==> src/rtl/dc_useq_if.sv <==
// Signal bundle between the DC303 microsequencer, its microcode ROM and the
// decode/trap logic that issues jump, call and return requests.
interface dc_useq_if;
  logic        stall;
  logic        ax;
  logic        jmp_req;
  logic [8:0]  jmp_addr;
  logic        call_req;
  logic        ret_req;
  logic [8:0]  ma_in;
  logic [15:0] mc_in;
  logic [9:0]  a_out;
  logic [8:0]  upc;
  logic [15:0] mir;
  logic        mir_vld;
  logic        stk_err;

  modport master (
    input  stall, ax, jmp_req, jmp_addr, call_req, ret_req, ma_in, mc_in,
    output a_out, upc, mir, mir_vld, stk_err
  );

  modport slave (
    output stall, ax, jmp_req, jmp_addr, call_req, ret_req, ma_in, mc_in,
    input  a_out, upc, mir, mir_vld, stk_err
  );
endinterface

==> src/rtl/dc_useq.sv <==
// DC303 microsequencer: addresses the microcode ROM, latches the fetched word
// into the MIR, and picks the next micro-PC from link field, jump or return stack.
module dc_useq #(
  parameter logic [8:0] RESET_ADDR = 9'h000,
  parameter int         STK_DEPTH  = 4
) (
  input  logic      clk,
  input  logic      nrst,
  dc_useq_if.master bus
);

  localparam int SPW = $clog2(STK_DEPTH + 1);
  localparam int IW  = $clog2(STK_DEPTH);

  logic [8:0]     upc_q, upc_d;
  logic           ax_q, ax_d;
  logic [15:0]    mir_q, mir_d;
  logic           mir_vld_q, mir_vld_d;
  logic           stk_err_q, stk_err_d;
  logic [SPW-1:0] sp_q, sp_d;
  logic [8:0]     stk_q [STK_DEPTH];
  logic [8:0]     stk_d [STK_DEPTH];

  logic           stk_full;
  logic           stk_empty;
  logic [IW-1:0]  push_idx;
  logic [IW-1:0]  pop_idx;

  assign stk_full  = (sp_q == SPW'(STK_DEPTH));
  assign stk_empty = (sp_q == '0);
  // Index wraps when full/empty, but those cases never touch the array.
  assign push_idx  = IW'(sp_q);
  assign pop_idx   = IW'(sp_q - SPW'(1));

  always_comb begin
    // NOTE: every output of this block gets a default first so no path
    // leaves a value unassigned, which would infer a latch.
    upc_d     = upc_q;
    ax_d      = ax_q;
    mir_d     = mir_q;
    mir_vld_d = mir_vld_q;
    stk_err_d = stk_err_q;
    sp_d      = sp_q;
    stk_d     = stk_q;

    if (!bus.stall) begin
      mir_d     = bus.mc_in;
      mir_vld_d = 1'b1;
      ax_d      = bus.ax;

      if (bus.jmp_req) begin
        upc_d = bus.jmp_addr;
        if (bus.call_req) begin
          // The ROM link field of the calling word is the return point.
          if (stk_full) begin
            stk_err_d = 1'b1;
          end else begin
            stk_d[push_idx] = bus.ma_in;
            sp_d            = sp_q + SPW'(1);
          end
        end
      end else if (bus.ret_req) begin
        if (stk_empty) begin
          upc_d     = RESET_ADDR;
          stk_err_d = 1'b1;
        end else begin
          upc_d = stk_q[pop_idx];
          sp_d  = sp_q - SPW'(1);
        end
      end else begin
        upc_d = bus.ma_in;
      end
    end
  end

  always_ff @(posedge clk or negedge nrst) begin
    if (!nrst) begin
      upc_q     <= RESET_ADDR;
      ax_q      <= 1'b0;
      mir_q     <= '0;
      mir_vld_q <= 1'b0;
      stk_err_q <= 1'b0;
      sp_q      <= '0;
      // NOTE: the return stack is only a few flops, so it is cleared on reset
      // like any other state; a large RAM-style array would not be.
      for (int i = 0; i < STK_DEPTH; i++) stk_q[i] <= '0;
    end else begin
      // NOTE: sequential state uses non-blocking assignments so every flop
      // samples pre-edge values regardless of statement order.
      upc_q     <= upc_d;
      ax_q      <= ax_d;
      mir_q     <= mir_d;
      mir_vld_q <= mir_vld_d;
      stk_err_q <= stk_err_d;
      sp_q      <= sp_d;
      stk_q     <= stk_d;
    end
  end

  assign bus.a_out   = {ax_q, upc_q};
  assign bus.upc     = upc_q;
  assign bus.mir     = mir_q;
  assign bus.mir_vld = mir_vld_q;
  assign bus.stk_err = stk_err_q;

endmodule

==> src/flat_wrapper.sv <==
// flat-port wrapper written by rule: the top's interface ports become plain ports
module dc_useq_flat 
#(
  parameter logic [8:0] RESET_ADDR = 9'h000,
  parameter int         STK_DEPTH  = 4
)
  (clk, nrst, bus_stall, bus_ax, bus_jmp_req, bus_jmp_addr, bus_call_req, bus_ret_req, bus_ma_in, bus_mc_in, bus_a_out, bus_upc, bus_mir, bus_mir_vld, bus_stk_err);
  dc_useq_if bus_i ();
  input  logic clk;
  input  logic nrst;
  input wire logic [$bits(bus_i.stall)-1:0] bus_stall;
  input wire logic [$bits(bus_i.ax)-1:0] bus_ax;
  input wire logic [$bits(bus_i.jmp_req)-1:0] bus_jmp_req;
  input wire logic [$bits(bus_i.jmp_addr)-1:0] bus_jmp_addr;
  input wire logic [$bits(bus_i.call_req)-1:0] bus_call_req;
  input wire logic [$bits(bus_i.ret_req)-1:0] bus_ret_req;
  input wire logic [$bits(bus_i.ma_in)-1:0] bus_ma_in;
  input wire logic [$bits(bus_i.mc_in)-1:0] bus_mc_in;
  output wire logic [$bits(bus_i.a_out)-1:0] bus_a_out;
  output wire logic [$bits(bus_i.upc)-1:0] bus_upc;
  output wire logic [$bits(bus_i.mir)-1:0] bus_mir;
  output wire logic [$bits(bus_i.mir_vld)-1:0] bus_mir_vld;
  output wire logic [$bits(bus_i.stk_err)-1:0] bus_stk_err;
  assign bus_i.stall = bus_stall;
  assign bus_i.ax = bus_ax;
  assign bus_i.jmp_req = bus_jmp_req;
  assign bus_i.jmp_addr = bus_jmp_addr;
  assign bus_i.call_req = bus_call_req;
  assign bus_i.ret_req = bus_ret_req;
  assign bus_i.ma_in = bus_ma_in;
  assign bus_i.mc_in = bus_mc_in;
  assign bus_a_out = bus_i.a_out;
  assign bus_upc = bus_i.upc;
  assign bus_mir = bus_i.mir;
  assign bus_mir_vld = bus_i.mir_vld;
  assign bus_stk_err = bus_i.stk_err;
  dc_useq #(.RESET_ADDR(RESET_ADDR), .STK_DEPTH(STK_DEPTH)) u_core (.clk(clk), .nrst(nrst), .bus(bus_i));
endmodule
==> config.mk <==
export PLATFORM = sky130hd
export DESIGN_NAME = dc_useq_flat
export DESIGN_NICKNAME = d
export VERILOG_FILES = /design/src/rtl/dc_useq_if.sv /design/src/rtl/dc_useq.sv /design/src/flat_wrapper.sv
export SDC_FILE = /design/constraint.sdc
export NUM_CORES = 1
export LEC_CHECK = 0
export ABC_AREA = 1
export CORE_MARGIN = 5
export CORE_UTILIZATION = 30
export DETAILED_ROUTE_END_ITERATION = 16
export PLACE_DENSITY = 0.55
export SLEW_MARGIN = 30
export SYNTH_ARGS = -nofsm -noshare
export SYNTH_HDL_FRONTEND = slang
export SYNTH_SLANG_ARGS = --single-unit
==> constraint.sdc <==
create_clock -name clk -period 3.2 [get_ports clk]
set_clock_uncertainty 0.2 [all_clocks]
set_input_delay 0.64 -clock clk [delete_from_list [all_inputs] [get_ports clk]]
set_output_delay 0.64 -clock clk [all_outputs]
set_load 0.02 [all_outputs]
Yosys cells after proc, flatten, opt, wreduce, memory -nomap -nowiden
Index checks and enable logic that the tools add are counted.
- output and inout bits: 37
- logic and storage cells: 50
- register bits: 67
- input bits: 41
- order comparisons: 3
- reductions and logical operators: 7
- add/subtract/negate cells: 2
- eq/ne operators: 5
- bitwise gates (word level): 4
- multiplexer cells: 19
- operators by type and width (kind ; count):
    9-bit 2-to-1 mux ; 6
    36-bit bitwise mux ; 1
    9-bit binary-select mux with 2-bit select ; 1
    9-bit demux with 2-bit select ; 1
    3-bit 2-to-1 mux ; 5
    5-bit AND reduction ; 2
    3-bit >= comparator, second input constant ; 2
    2-bit NOT with 3-bit output ; 2
    1-bit 2-to-1 mux ; 5
    2-bit by 1-bit != test with 1-bit output, second input constant ; 2
    2-bit != test, second input constant ; 2
    4-bit AND reduction ; 1
    2-bit nonzero test ; 2
    3-bit by 1-bit adder with 3-bit output, second input constant ; 1
    3-bit == test, second input constant ; 1
    3-bit zero test ; 1
    3-bit by 1-bit less-than comparator with 1-bit output, second input constant ; 1
    3-bit by 1-bit subtractor with 3-bit output, second input constant ; 1
    1-bit NOT ; 2
    1-bit logical AND ; 1

Logic depth before layout (Yosys ltp)
Gate-level depths: netlist (run 1).
- depth after elaboration: 8
- depth in mapped cells: 10

Worst setup path after synthesis (run 1)
OpenSTA, ideal clock, no wires.
- kind: flip-flop to flip-flop
- from: reg u_core.sp_q[0]
- to: reg u_core.stk_q[10] in the netlist's numbering
- arrival time: 1.833 ns
- stages on the path, launching flop included: 11
- buffers on the path: 2
- library setup time: 0.122 ns
- clock period less this slack: 2.155 ns
- slack: 1.045 ns
- data required time: 2.878 ns
- cell sequence: dfrtp_1 clkinv_1 clkbuf_1 ha_1 nand2_1 inv_1 nor3_4 nand2_2 buf_6 nand2_1 o21ai_1
- longest elaborated chain between the ends: 6
- RTL lines (element ; RTL line ; text):
    start, declared ; dc_useq.sv:20 ; logic [SPW-1:0] sp_q, sp_d;
    start signal, assigned ; dc_useq.sv:95 ; sp_q <= sp_d;
    2-bit NOT with 3-bit output (not written as such) ; dc_useq.sv:58 ; stk_d[push_idx] = bus.ma_in;
    3-bit >= comparator (not written as such) or 3-bit by 1-bit less-than comparator with 1-bit output (tied branches) ; dc_useq.sv:58 ;
    1-bit logical AND (not written as such) ; dc_useq.sv:58 ;
    9-bit 2-to-1 mux (not written as such) ; dc_useq.sv:58 ;
    9-bit demux with 2-bit select ; dc_useq.sv:58 ;
    36-bit bitwise mux ; dc_useq.sv:58 ;
    end signal, assigned ; dc_useq.sv:96 ; stk_q <= stk_d;
    end, declared ; dc_useq.sv:21 ; logic [8:0] stk_q [STK_DEPTH];
Parallel ways exist; a longest one is shown, timed or not.
A chain may end at the register's enable or synchronous reset.

Worst setup path after layout (run 1)
- from: in bus_jmp_req
- to: reg u_core.sp_q[1]
- longest elaborated chain between the ends: 2
- RTL lines (element ; RTL line ; text):
    start, declared ; flat_wrapper.sv:13 ; input wire logic [$bits(bus_i.jmp_req)-1:0] bus_jmp_req;
    2-bit != test (no source line) (tied with other cells) ; n/a ;
    5-bit AND reduction (no source line) ; n/a ;
Parallel ways exist; a longest one is shown, timed or not.

==> reports/qor_table.md, run 1 <==
| Parameter | Value |
|---|---|
| Leading cell type by number of instances after synthesis | sky130_fd_sc_hd__nand2_1 |
| Accumulated negative setup slack | 0 ns |
| Maxcap violations | 0 |
| Via-to-Cell Ratio | 4.31 |
| Number of setup buffers added after CTS | 0 |
| Antenna violations before repair | 0 |
| Minimum clock period after layout | 2.20 ns |
| CTS clock-pin slew for the worst setup and hold paths | 0.08 ns |
| Worst IR drop on VDD | 0.305 mV |
| Final Util | 0.404 |
| Relative max-transition margin | 0.695 |
| Number of setup violations in the final report | 0 |
| Number of DRC violations after detailed-routing iteration 0 | 144 |
| Fraction of registers with async set or reset after synthesis | 1.00 |
| Ys Warns | 0 |
| Mapped Avg Cell Area | 7.61 um2 |
| Final HPWL from detailed placement | 5960 um |
| Stage delay of the slowest cell on the critical path | 0.63 ns |
| Leak | 2.21 nW |
| Count of cell types in the netlist | 21 |
| Required time reported for the critical path endpoint | 3.20 ns |
| Cell mode on critical path | sky130_fd_sc_hd__o21ai_0 |
| Global-route wire length before repair | 13900 um |
| Cell area reported after detailed placement | 0.00415 mm2 |
| Number of remaining DRC errors | 0 |
| Via count of the first global-routing pass | 2775 |
| Overall fraction of global-route tracks in use | 0.134 |
| Antenna fix cells | 0 |
| Yosys top cell by area | sky130_fd_sc_hd__dfrtp_1 |
| Synthesized Nets | 482 |
| Initial standard-cell utilization of the core | 0.306 |
| Detailed-route wire length per cell | 13.0 um |
| # IOs | 78 |
| Chip Height | 115 um |
| Status | finished clean |
| Max Clock Freq | 0.455 GHz |
| Level count of the clock H-tree | 3 |
| Die Area | 0.0133 mm2 |
| Slew @ Worst Pin | 0.457 ns |
| Area inside the core boundary | 0.0108 mm2 |
| HP Class | in2async |
| Net count of the finished layout | 552 |
| Post-synthesis register bit count | 67 |
| Highest fanout seen on the critical path | 12 |
| Hold Buf Count CTS | 0 |
| Share of synthesized area occupied by flip-flops and latches | 0.505 |
| Gr ovfl total | 0 |
| Input/output buffers | 77 |
| Clock Root Buffer | sky130_fd_sc_hd__clkbuf_8 |
| Filler-free cell count of the finished design | 651 |
| Final Wtd Congestion | 0.774 |
| Number of enable-type register cells in the synthesized netlist | 0 |
| CTS tree | built |
| Clock network latency to the later pin of the worst-skew pair | 0.34 ns |
| Cell types with the highest counts after synthesis | 184 x sky130_fd_sc_hd__nand2_1, 67 x sky130_fd_sc_hd__dfrtp_1, 51 x sky130_fd_sc_hd__inv_1 |
| Most used flip-flop cell after synthesis | sky130_fd_sc_hd__dfrtp_1 |
| Hold Fails Final Rpt | 0 |
| Final Max Slew Viols | 0 |
| Total length of routed wires | 8450 um |
| Series of cell instances along the critical path | clkdlybuf4s50_1 -> inv_1 -> nand3_1 -> o21ai_0 -> nor2_1 -> o21ai_0 |
| Maximum clock path buffer count | 2 |
| Endpoint class of the critical path | flop |
| Unrepaired setup endpoints after global routing | no |
| Sink Count | 67 |
| Post-route clock period utilization | 0.687 |
| Drt first pass iters | 4 |
| Type of the worst setup path | in2reg |
| Leading cell types by total area after synthesis | sky130_fd_sc_hd__dfrtp_1 51%, sky130_fd_sc_hd__nand2_1 21%, sky130_fd_sc_hd__inv_1 5.8% |
| Worst EP arrival | 2.20 ns |
| Slowest-stage cell, CP | sky130_fd_sc_hd__clkdlybuf4s50_1 |
| Number of buffers created by CTS | 9 |
| Synthesis-to-finish area growth | 32.0% |
| Share of Yosys cell area claimed by the top area cell type | 0.505 |
| Largest net degree at the start of global routing | 33 |
| Design Area, Final | 0.00438 mm2 |
| Post-placement cell count | 635 |
| Vias after detailed routing | 2803 |
| DIE WIDTH | 115 um |
| Number of gates given a new drive strength after cts | 0 |
| Power density cells | 787 mW/mm2 |
| Number of cells produced by synthesis | 436 |
| Post-synthesis instance area | 0.00332 mm2 |
| Fraction of layout cells with a size suffix above 1 | 0.0646 |
| Antenna violation net count after detailed routing | 0 |
| CP startpoint kind | primary input |
| Site row count | 38 |
[per-stage QoR]
step | power [mW] | hold slack (ns) | setup slack [ns]
floorplan | 2.22 | 0.144 | 1.04
global placement | 2.66 | 0.253 | 0.664
detailed placement | 2.68 | 0.259 | 0.630
CTS | 3.50 | 0.0204 | 0.973
global route | 3.74 | 0.0422 | 0.819
finish | 3.45 | 0.0297 | 1.00
[final timing paths]
path,from,endpoint,slack (ns),cells past startpoint
worst min-delay path,nrst,u_core.stk_q[33],0.03,1
max in group asynchronous,nrst,u_core.stk_q[12],1.98,2
worst max-delay path,bus_jmp_req,u_core.sp_q[1],1.00,6
worst min register to register,u_core.bus.mir_vld,u_core.bus.mir_vld,0.27,1
worst max register to register,u_core.sp_q[1],u_core.stk_q[7],1.27,8
min in group clk,u_core.bus.mir_vld,u_core.bus.mir_vld,0.27,1
[cell usage in the layout, fill, tap and decap left out]
| cell | count |
|---|---|
| sky130_fd_sc_hd__a21oi_1 | 10 |
| sky130_fd_sc_hd__a31o_2 | 1 |
| sky130_fd_sc_hd__buf_2 | 1 |
| sky130_fd_sc_hd__buf_4 | 9 |
| sky130_fd_sc_hd__bufinv_16 | 2 |
| sky130_fd_sc_hd__clkbuf_1 | 1 |
| sky130_fd_sc_hd__clkbuf_8 | 11 |
| sky130_fd_sc_hd__clkdlybuf4s50_1 | 76 |
| sky130_fd_sc_hd__clkinv_1 | 2 |
| sky130_fd_sc_hd__clkinv_2 | 1 |
| sky130_fd_sc_hd__clkinvlp_4 | 1 |
| sky130_fd_sc_hd__dfrtp_1 | 67 |
| sky130_fd_sc_hd__ha_1 | 5 |
| sky130_fd_sc_hd__inv_1 | 51 |
| sky130_fd_sc_hd__nand2_1 | 184 |
| sky130_fd_sc_hd__nand2_2 | 5 |
| sky130_fd_sc_hd__nand3_1 | 19 |
| sky130_fd_sc_hd__nor2_1 | 19 |
| sky130_fd_sc_hd__nor3_4 | 1 |
| sky130_fd_sc_hd__o21ai_0 | 4 |
| sky130_fd_sc_hd__o21ai_1 | 36 |
| sky130_fd_sc_hd__or2_2 | 1 |
| sky130_fd_sc_hd__xnor2_1 | 1 |
| sky130_fd_sc_hd__xor2_1 | 3 |
[routing by layer]
metal  routed length, um  track usage
met2                3820        0.201
met4                 117       0.0454
met3                 513       0.0363
met1                3990        0.187
met5                   0            0
[logic make-up after synthesis]
family,share of synthesized area
AOI/OAI and AO/OA,0.0781
adders and majority gates,0.0189
buffers and inverters,0.112
and+or+nand+nor,0.275
DFF,0.505
xor gates and xnor gates,0.0106
[layout make-up]
type,count,area (um2)
fillers,1137,6460
flip-flops and latches,67,1680
multi-input cells,289,1270
repair buffers,86,833
inverters,53,199
well taps,140,175
clock buffers,12,155
clock inverters,4,72.6
[critical path, delay by kind of cell]
family / cells / cell delay [ns]
AO/OA/AOI/OAI: 2 / 0.24
buffers and inverters: 2 / 0.90
AND/OR/NAND/NOR: 2 / 0.41
[registers in the layout, summed over array words and instances, names as in the netlist]
signal / cells
u_core.stk_q: 36
u_core.bus.mir: 16
u_core.sp_q: 3
u_core.ax_q: 1
u_core.bus.stk_err: 1
u_core.bus.upc: 9
u_core.bus.mir_vld: 1
[power by group]
group / switching, mW / internal [mW]
clock network: 0.321 / 0.481
logic: 0.812 / 0.570
registers: 0.149 / 1.11
Power figures use the tool's default switching activity.
==> inputs of run 2 (changes only) <==
Settings changed: PLACE_DENSITY 0.55 to 0.57.
Clock period 3.2 ns to 1.8 ns, I/O delays scaled along.
==> reports/qor_table.md, run 2 (synthesis results as in run 1) <==
| Parameter | Value | Delta |
|---|---|---|
| Required time reported for the critical path endpoint | 1.81 ns | -1.39 ns |
| Combinational fraction of design power | 0.431 | +0.030 |
| Largest net degree at the start of global routing | 68 | +110% |
| Type of the worst setup path | reg2reg |  |
| Met2 usage in global routing | 0.213 | +0.0112 |
| Switching Share | 0.392 | +0.0193 |
| Sequential share of power | 0.380 | +0.014 |
| Max Clock Freq | 0.589 GHz |  |
| # IOs | 78 | unchanged |
| Synthesis-to-finish area growth | 33.9% |  |
| Vias after detailed routing | 2844 | +1.5% |
| Final Util | 0.410 | +0.00566 |
| Gr ovfl total | 0 | unchanged |
| Worst IR drop on VDD | 0.462 mV | +51% |
| CP startpoint kind | flop |  |
| Cell area reported after detailed placement | 0.00426 mm2 | +2.7% |
| Final worst-path setup slack | 0.101 ns | -0.902 ns |
| Largest register by flop count | u_core.stk_q |  |
| Switching power of the nets | 2.31 mW | +80% |
| Chip Height | 115 um | unchanged |
| Status | finished clean |  |
| Most frequent standard cell in the layout excluding fill and tap cells | sky130_fd_sc_hd__nand2_1 |  |
| Unrepaired setup endpoints after global routing | no |  |
| Drt first pass iters | 4 | unchanged |
| Hold Fails Final Rpt | 0 | unchanged |
| Overall fraction of global-route tracks in use | 0.138 | +0.00431 |
| Initial standard-cell utilization of the core | 0.306 | unchanged |
| Number of setup violations in the final report | 0 | unchanged |
| Accumulated negative setup slack | 0 ns | unchanged |
| Site row count | 38 | unchanged |
| Filler-free cell count of the finished design | 662 | +1.7% |
| Clock network latency to the later pin of the worst-skew pair | 0.34 ns | about the same |
| Power density cells | 1330 mW/mm2 | +69% |
| CTS clock-pin slew for the worst setup and hold paths | 0.07 ns | about the same |
| Number of remaining DRC errors | 0 | unchanged |
| Global-route wire length before repair | 14400 um | +3.9% |
| Level count of the clock H-tree | 3 | unchanged |
| Via count of the first global-routing pass | 2938 | +5.9% |
| Post-Place Setup Slack | -0.333 ns | -0.964 ns |
| Detailed-route wire length per cell | 12.8 um | -1.2% |
| Die Area | 0.0133 mm2 | unchanged |
| Commonest cells after routing, fill and taps aside | 183 x sky130_fd_sc_hd__nand2_1, 67 x sky130_fd_sc_hd__dfrtp_1, 50 x sky130_fd_sc_hd__inv_1 |  |
| Clock Root Buffer | sky130_fd_sc_hd__clkbuf_8 |  |
| Minimum clock period after layout | 1.70 ns |  |
| DIE WIDTH | 115 um | unchanged |
| Flip-flop count of the largest register, all copies and words added | 36 | unchanged |
| Number of DRC violations after detailed-routing iteration 0 | 155 | +7.6% |
| Sink Count | 67 | unchanged |
| Final Max Slew Viols | 0 | unchanged |
| Worst EP arrival | 1.71 ns | -0.49 ns |
| Final HPWL from detailed placement | 6180 um | +3.7% |
| Global Route met1 Usage | 0.185 | -0.00126 |
| Endpoint class of the critical path | flop |  |
| Final Wtd Congestion | 0.742 | -4.2% |
| Internal power of the cells | 3.58 mW | +66% |
| Leak | 2.37 nW | +7.4% |
| Fraction of layout cells with a size suffix above 1 | 0.0920 | +0.0274 |
| Total length of routed wires | 8490 um | +0.51% |
| Area inside the core boundary | 0.0108 mm2 | unchanged |
| Input/output buffers | 77 | unchanged |
| Highest fanout seen on the critical path | 18 | +6 |
| Clock power share | 0.188 | -0.045 |
| Number of buffers created by CTS | 9 | unchanged |
| Antenna violations before repair | 0 | unchanged |
| Most congested layer reported by global routing | met2 |  |
| Maxcap violations | 0 | unchanged |
| Post-route clock period utilization | 0.944 |  |
| HP Class | reg2reg |  |
| Antenna fix cells | 0 | unchanged |
| Relative max-transition margin | 0.760 | +0.0650 |
| Via-to-Cell Ratio | 4.30 | -0.22% |
| Design Area, Final | 0.00444 mm2 | +1.4% |
| Net count of the finished layout | 565 | +2.4% |
| Slew @ Worst Pin | 0.360 ns | -0.0969 ns |
| Maximum clock path buffer count | 2 | unchanged |
| Met3 Resource Use GR | 0.0379 | +0.00158 |
| Number of filler cells placed in the layout | 1148 | +0.97% |
| Antenna violation net count after detailed routing | 0 | unchanged |
| Post-placement cell count | 646 | +1.7% |
| CTS tree | built |  |
## run 2: layout make-up
cell class                      count  area, um2  area share
Timing Repair Buffer               99        915       0.206
Clock inverter                      2       12.5     0.00282
Multi-Input combinational cell    289       1300       0.293
Clock buffer                       12        155      0.0349
Inverter                           53        204      0.0459
Sequential cell                    67       1680       0.378
Tap cell                          140        175      0.0394
## run 2: worst max-delay path, stage by stage (launching register included)
cell	delay, ns
sky130_fd_sc_hd__dfrtp_1	0.37
sky130_fd_sc_hd__clkinv_2	0.09
sky130_fd_sc_hd__ha_4	0.16
sky130_fd_sc_hd__nand2_2	0.06
sky130_fd_sc_hd__inv_2	0.04
sky130_fd_sc_hd__nor3_4	0.21
sky130_fd_sc_hd__buf_12	0.16
sky130_fd_sc_hd__nand2_4	0.12
sky130_fd_sc_hd__nand2_1	0.09
sky130_fd_sc_hd__o21ai_1	0.07
## run 2: worst paths after layout
kind                                     from  depth (start not counted)  slack (ns)            endpoint
setup / recovery               u_core.sp_q[0]                          9        0.10    u_core.stk_q[11]
min in group asynchronous                nrst                          3        0.37    u_core.stk_q[23]
setup reg to reg               u_core.sp_q[0]                          9        0.10    u_core.stk_q[11]
hold reg to reg            u_core.bus.stk_err                          1        0.27  u_core.bus.stk_err
max in group asynchronous                nrst                          3        0.74     u_core.stk_q[2]
hold / removal             u_core.bus.stk_err                          1        0.27  u_core.bus.stk_err
## run 2: per-stage QoR
| stage | total power [mW] | hold slack, ns |
|---|---|---|
| floorplan | 4.02 | -0.136 |
| global placement | 4.85 | 0.213 |
| detailed placement | 4.88 | 0.213 |
| CTS | 5.92 | 0.272 |
| global route | 6.44 | 0.289 |
| finish | 5.89 | 0.267 |
## run 2: metal layers
layer / vias to the layer above / part of all wire / routed length (um)
met5: - / 0 / 0
met4: 0 / 0.019 / 163
met3: 11 / 0.044 / 370
met2: 62 / 0.46 / 3910
met1: 1298 / 0.48 / 4050
li1: 1473 / - / -
## run 2: power groups by stage
stage               combinational (mW)  sequential (mW)  clock (mW)
floorplan                         1.69             2.33           0
global placement                  2.58             2.27           0
detailed placement                2.60             2.27           0
global route                      2.90             2.31        1.23
finish                            2.54             2.24        1.11
CTS                               2.52             2.25        1.15
## run 2: timing repair
item,CTS,global route
pin swaps,0,1
hold buffers,1,0
endpoints found under the setup margin,37,40
buffers inserted,0,1
endpoints found under the hold margin,67,0
cloned,0,0
gates resized for setup,37,6
==> inputs of run 3 (changes only) <==
--- a/config.mk
+++ b/config.mk
@@ -10,6 +10,6 @@
 export CORE_UTILIZATION = 30
 export DETAILED_ROUTE_END_ITERATION = 16
-export PLACE_DENSITY = 0.57
-export SLEW_MARGIN = 30
+export PLACE_DENSITY = 0.62
+export SLEW_MARGIN = 20
 export SYNTH_ARGS = -nofsm -noshare
 export SYNTH_HDL_FRONTEND = slang
==> constraint.sdc (replaced) <==
create_clock -name clk -period 1.8 [get_ports clk]
set_clock_uncertainty 0.2 [all_clocks]
set_input_delay 0.36 -clock clk [delete_from_list [all_inputs] [get_ports clk]]
set_output_delay 0.36 -clock clk [all_outputs]
set_load 0.01 [all_outputs]
==> reports/qor_table.md, run 3 (synthesis results as in run 1) <==
| Parameter | Value | Delta |
|---|---|---|
| Status | finished clean |  |
| Number of setup violations in the final report | 0 | unchanged |
| Largest register by flop count | u_core.stk_q |  |
| Minimum clock period after layout | 1.68 ns | -0.0174 ns |
| CP startpoint kind | flop |  |
| Maximum clock path buffer count | 2 | unchanged |
| Gr ovfl total | 0 | unchanged |
| Final HPWL from detailed placement | 6130 um | -0.90% |
| Highest fanout seen on the critical path | 9 | -9 |
| Hold Fails Final Rpt | 0 | unchanged |
| CTS clock-pin slew for the worst setup and hold paths | 0.07 ns | about the same |
| Net count of the finished layout | 563 | -0.35% |
| Antenna fix cells | 0 | unchanged |
| Crit path to | u_core.bus.upc[6] |  |
| Timing startpoint of the critical path | u_core.sp_q[0] |  |
| Drt first pass iters | 4 | unchanged |
| Number of DRC violations after detailed-routing iteration 0 | 193 | +25% |
| Slew @ Worst Pin | 0.363 ns | +0.00342 ns |
| Final Max Slew Viols | 0 | unchanged |
| Via count of the first global-routing pass | 2907 | -1.1% |
| Required time reported for the critical path endpoint | 1.83 ns | +0.02 ns |
| R2r worst-path depth | 9 | unchanged |
| Antenna violations before repair | 0 | unchanged |
| HP Class | reg2reg |  |
| Overall fraction of global-route tracks in use | 0.131 | -0.00685 |
| Final Util | 0.411 | +0.00115 |
| Die Area | 0.0133 mm2 | unchanged |
| Reg2Reg Setup Slack | 0.12 ns | +0.02 ns |
| Total length of routed wires | 8480 um | -0.11% |
| Relative max-transition margin | 0.758 | -0.00228 |
| Commonest cells after routing, fill and taps aside | 183 x sky130_fd_sc_hd__nand2_1, 67 x sky130_fd_sc_hd__dfrtp_1, 50 x sky130_fd_sc_hd__inv_1 |  |
| Type of the worst setup path | reg2reg |  |
| Number of remaining DRC errors | 0 | unchanged |
| Max Clock Freq | 0.595 GHz | +1.0% |
| Initial standard-cell utilization of the core | 0.306 | unchanged |
| Vias after detailed routing | 2924 | +2.8% |
| Level count of the clock H-tree | 3 | unchanged |
| Post-Route Hold Slack | 0.276 ns | +0.00957 ns |
| Most frequent standard cell in the layout excluding fill and tap cells | sky130_fd_sc_hd__nand2_1 |  |
| Worst flop-to-flop path startpoint | u_core.sp_q[0] |  |
| Worst EP arrival | 1.71 ns | about the same |
| Global-route wire length before repair | 13800 um | -4.2% |
| Post-route clock period utilization | 0.934 | -0.00969 |
| Worst IR drop on VDD | 0.558 mV | +21% |
| Overall power | 5.88 mW | -0.11% |
| Clock Root Buffer | sky130_fd_sc_hd__clkbuf_8 |  |
| Maxcap violations | 0 | unchanged |
| Endpoint class of the critical path | flop |  |
| Power density cells | 1320 mW/mm2 | -0.39% |
| Synthesis-to-finish area growth | 34.3% |  |
| CTS tree | built |  |
| # IOs | 78 | unchanged |
| DIE WIDTH | 115 um | unchanged |
| Sink Count | 67 | unchanged |
| Number of buffers created by CTS | 9 | unchanged |
| Area inside the core boundary | 0.0108 mm2 | unchanged |
| Largest net degree at the start of global routing | 68 | unchanged |
| Number of filler cells placed in the layout | 1110 | -3.3% |
| Site row count | 38 | unchanged |
| Final Wtd Congestion | 0.821 | +11% |
| Input/output buffers | 77 | unchanged |
| Fraction of layout cells with a size suffix above 1 | 0.0939 | +0.00192 |
| Chip Height | 115 um | unchanged |
| Flip-flop count of the largest register, all copies and words added | 36 | unchanged |
| Final worst-path setup slack | 0.118 ns | +0.0174 ns |
| Post-Place Setup Slack | -0.381 ns | -0.0476 ns |
| Clock network latency to the later pin of the worst-skew pair | 0.34 ns | about the same |
| Via-to-Cell Ratio | 4.42 | +2.8% |
| Capture point of the worst reg-to-reg path | u_core.bus.upc[6] |  |
| Leak | 2.39 nW | +0.87% |
| Antenna violation net count after detailed routing | 0 | unchanged |
| Detailed-route wire length per cell | 12.8 um | -0.11% |
-- run 3: cell types whose count changed in the layout (fill, tap and decap cells not counted), sizes merged --
cell	change
buf	-2
clkbuf	-1
clkinv	+1
clkinvlp	+1
dlygate4sd2	-3
dlymetal6s2s	+3
inv	+1
-- run 3: where the power goes --
group          internal (mW)  total (mW)  switching [mW]  leakage [nW]
sequential              1.98        2.25           0.275         0.829
clock                  0.543        1.14           0.598        0.0859
combinational           1.05        2.49            1.44          1.48
total                   3.57        5.88            2.31          2.39
-- run 3: what timing repair did --
action                                  in CTS  in global routing
gates resized for setup                     34                 10
hold buffers                                 1                  0
endpoints found under the setup margin      40                 51
buffers inserted                             0                  1
endpoints found under the hold margin       67                  0
pin swaps                                    0                  1
-- run 3: how the worst min path moves through the flow --
stage                  startpoint                 end  slack (ns)  cells past startpoint
2_1_floorplan                nrst         u_core.ax_q       -0.14                      0
3_3_place_gp                 nrst    u_core.stk_q[10]        0.22                      2
3_5_place_dp                 nrst    u_core.stk_q[10]        0.22                      2
4_1_cts        u_core.bus.stk_err  u_core.bus.stk_err        0.28                      1
5_1_grt        u_core.bus.stk_err  u_core.bus.stk_err        0.29                      1
6_report       u_core.bus.stk_err  u_core.bus.stk_err        0.28                      1
-- run 3: per-stage QoR --
| step | instances | cell area, um2 | setup TNS [ns] |
|---|---|---|---|
| after floorplan | 436 | 3340 | -3.13 |
| after global placement | 644 | 4250 | -10.85 |
| after detailed placement | 644 | 4250 | -14.24 |
| after CTS | 661 | 4390 | -0.0562 |
| after global routing | 662 | 4450 | -0.00303 |
| final | 662 | 4450 | 0 |
-- run 3: cell type report --
class                   instances  area, um2  area share
clock buffers                  11        141      0.0318
clock inverters                 5       37.5     0.00843
well taps                     140        175      0.0393
repair buffers                 97        911       0.205
multi-input cells             289       1310       0.294
flip-flops and latches         67       1680       0.377
inverters                      53        204      0.0458
-- run 3: critical path: stages, from the launching register on --
cell                         delay [ns]
sky130_fd_sc_hd__dfrtp_1           0.37
sky130_fd_sc_hd__clkinv_2          0.08
sky130_fd_sc_hd__ha_4              0.28
sky130_fd_sc_hd__clkinvlp_4        0.18
sky130_fd_sc_hd__nand3_1           0.14
sky130_fd_sc_hd__nand2_1           0.07
sky130_fd_sc_hd__nand2_1           0.06
sky130_fd_sc_hd__nand2_1           0.07
sky130_fd_sc_hd__nand2_1           0.06
sky130_fd_sc_hd__nand2_1           0.05
-- run 3: routing by layer --
metal / vias to the layer above / wire [um] / GRT usage
met3: 13 / 370 / 0.0374
met4: 0 / 162 / 0.0477
met2: 59 / 4210 / 0.218
met5: - / 0 / 0
met1: 1373 / 3740 / 0.163
li1: 1479 / - / -
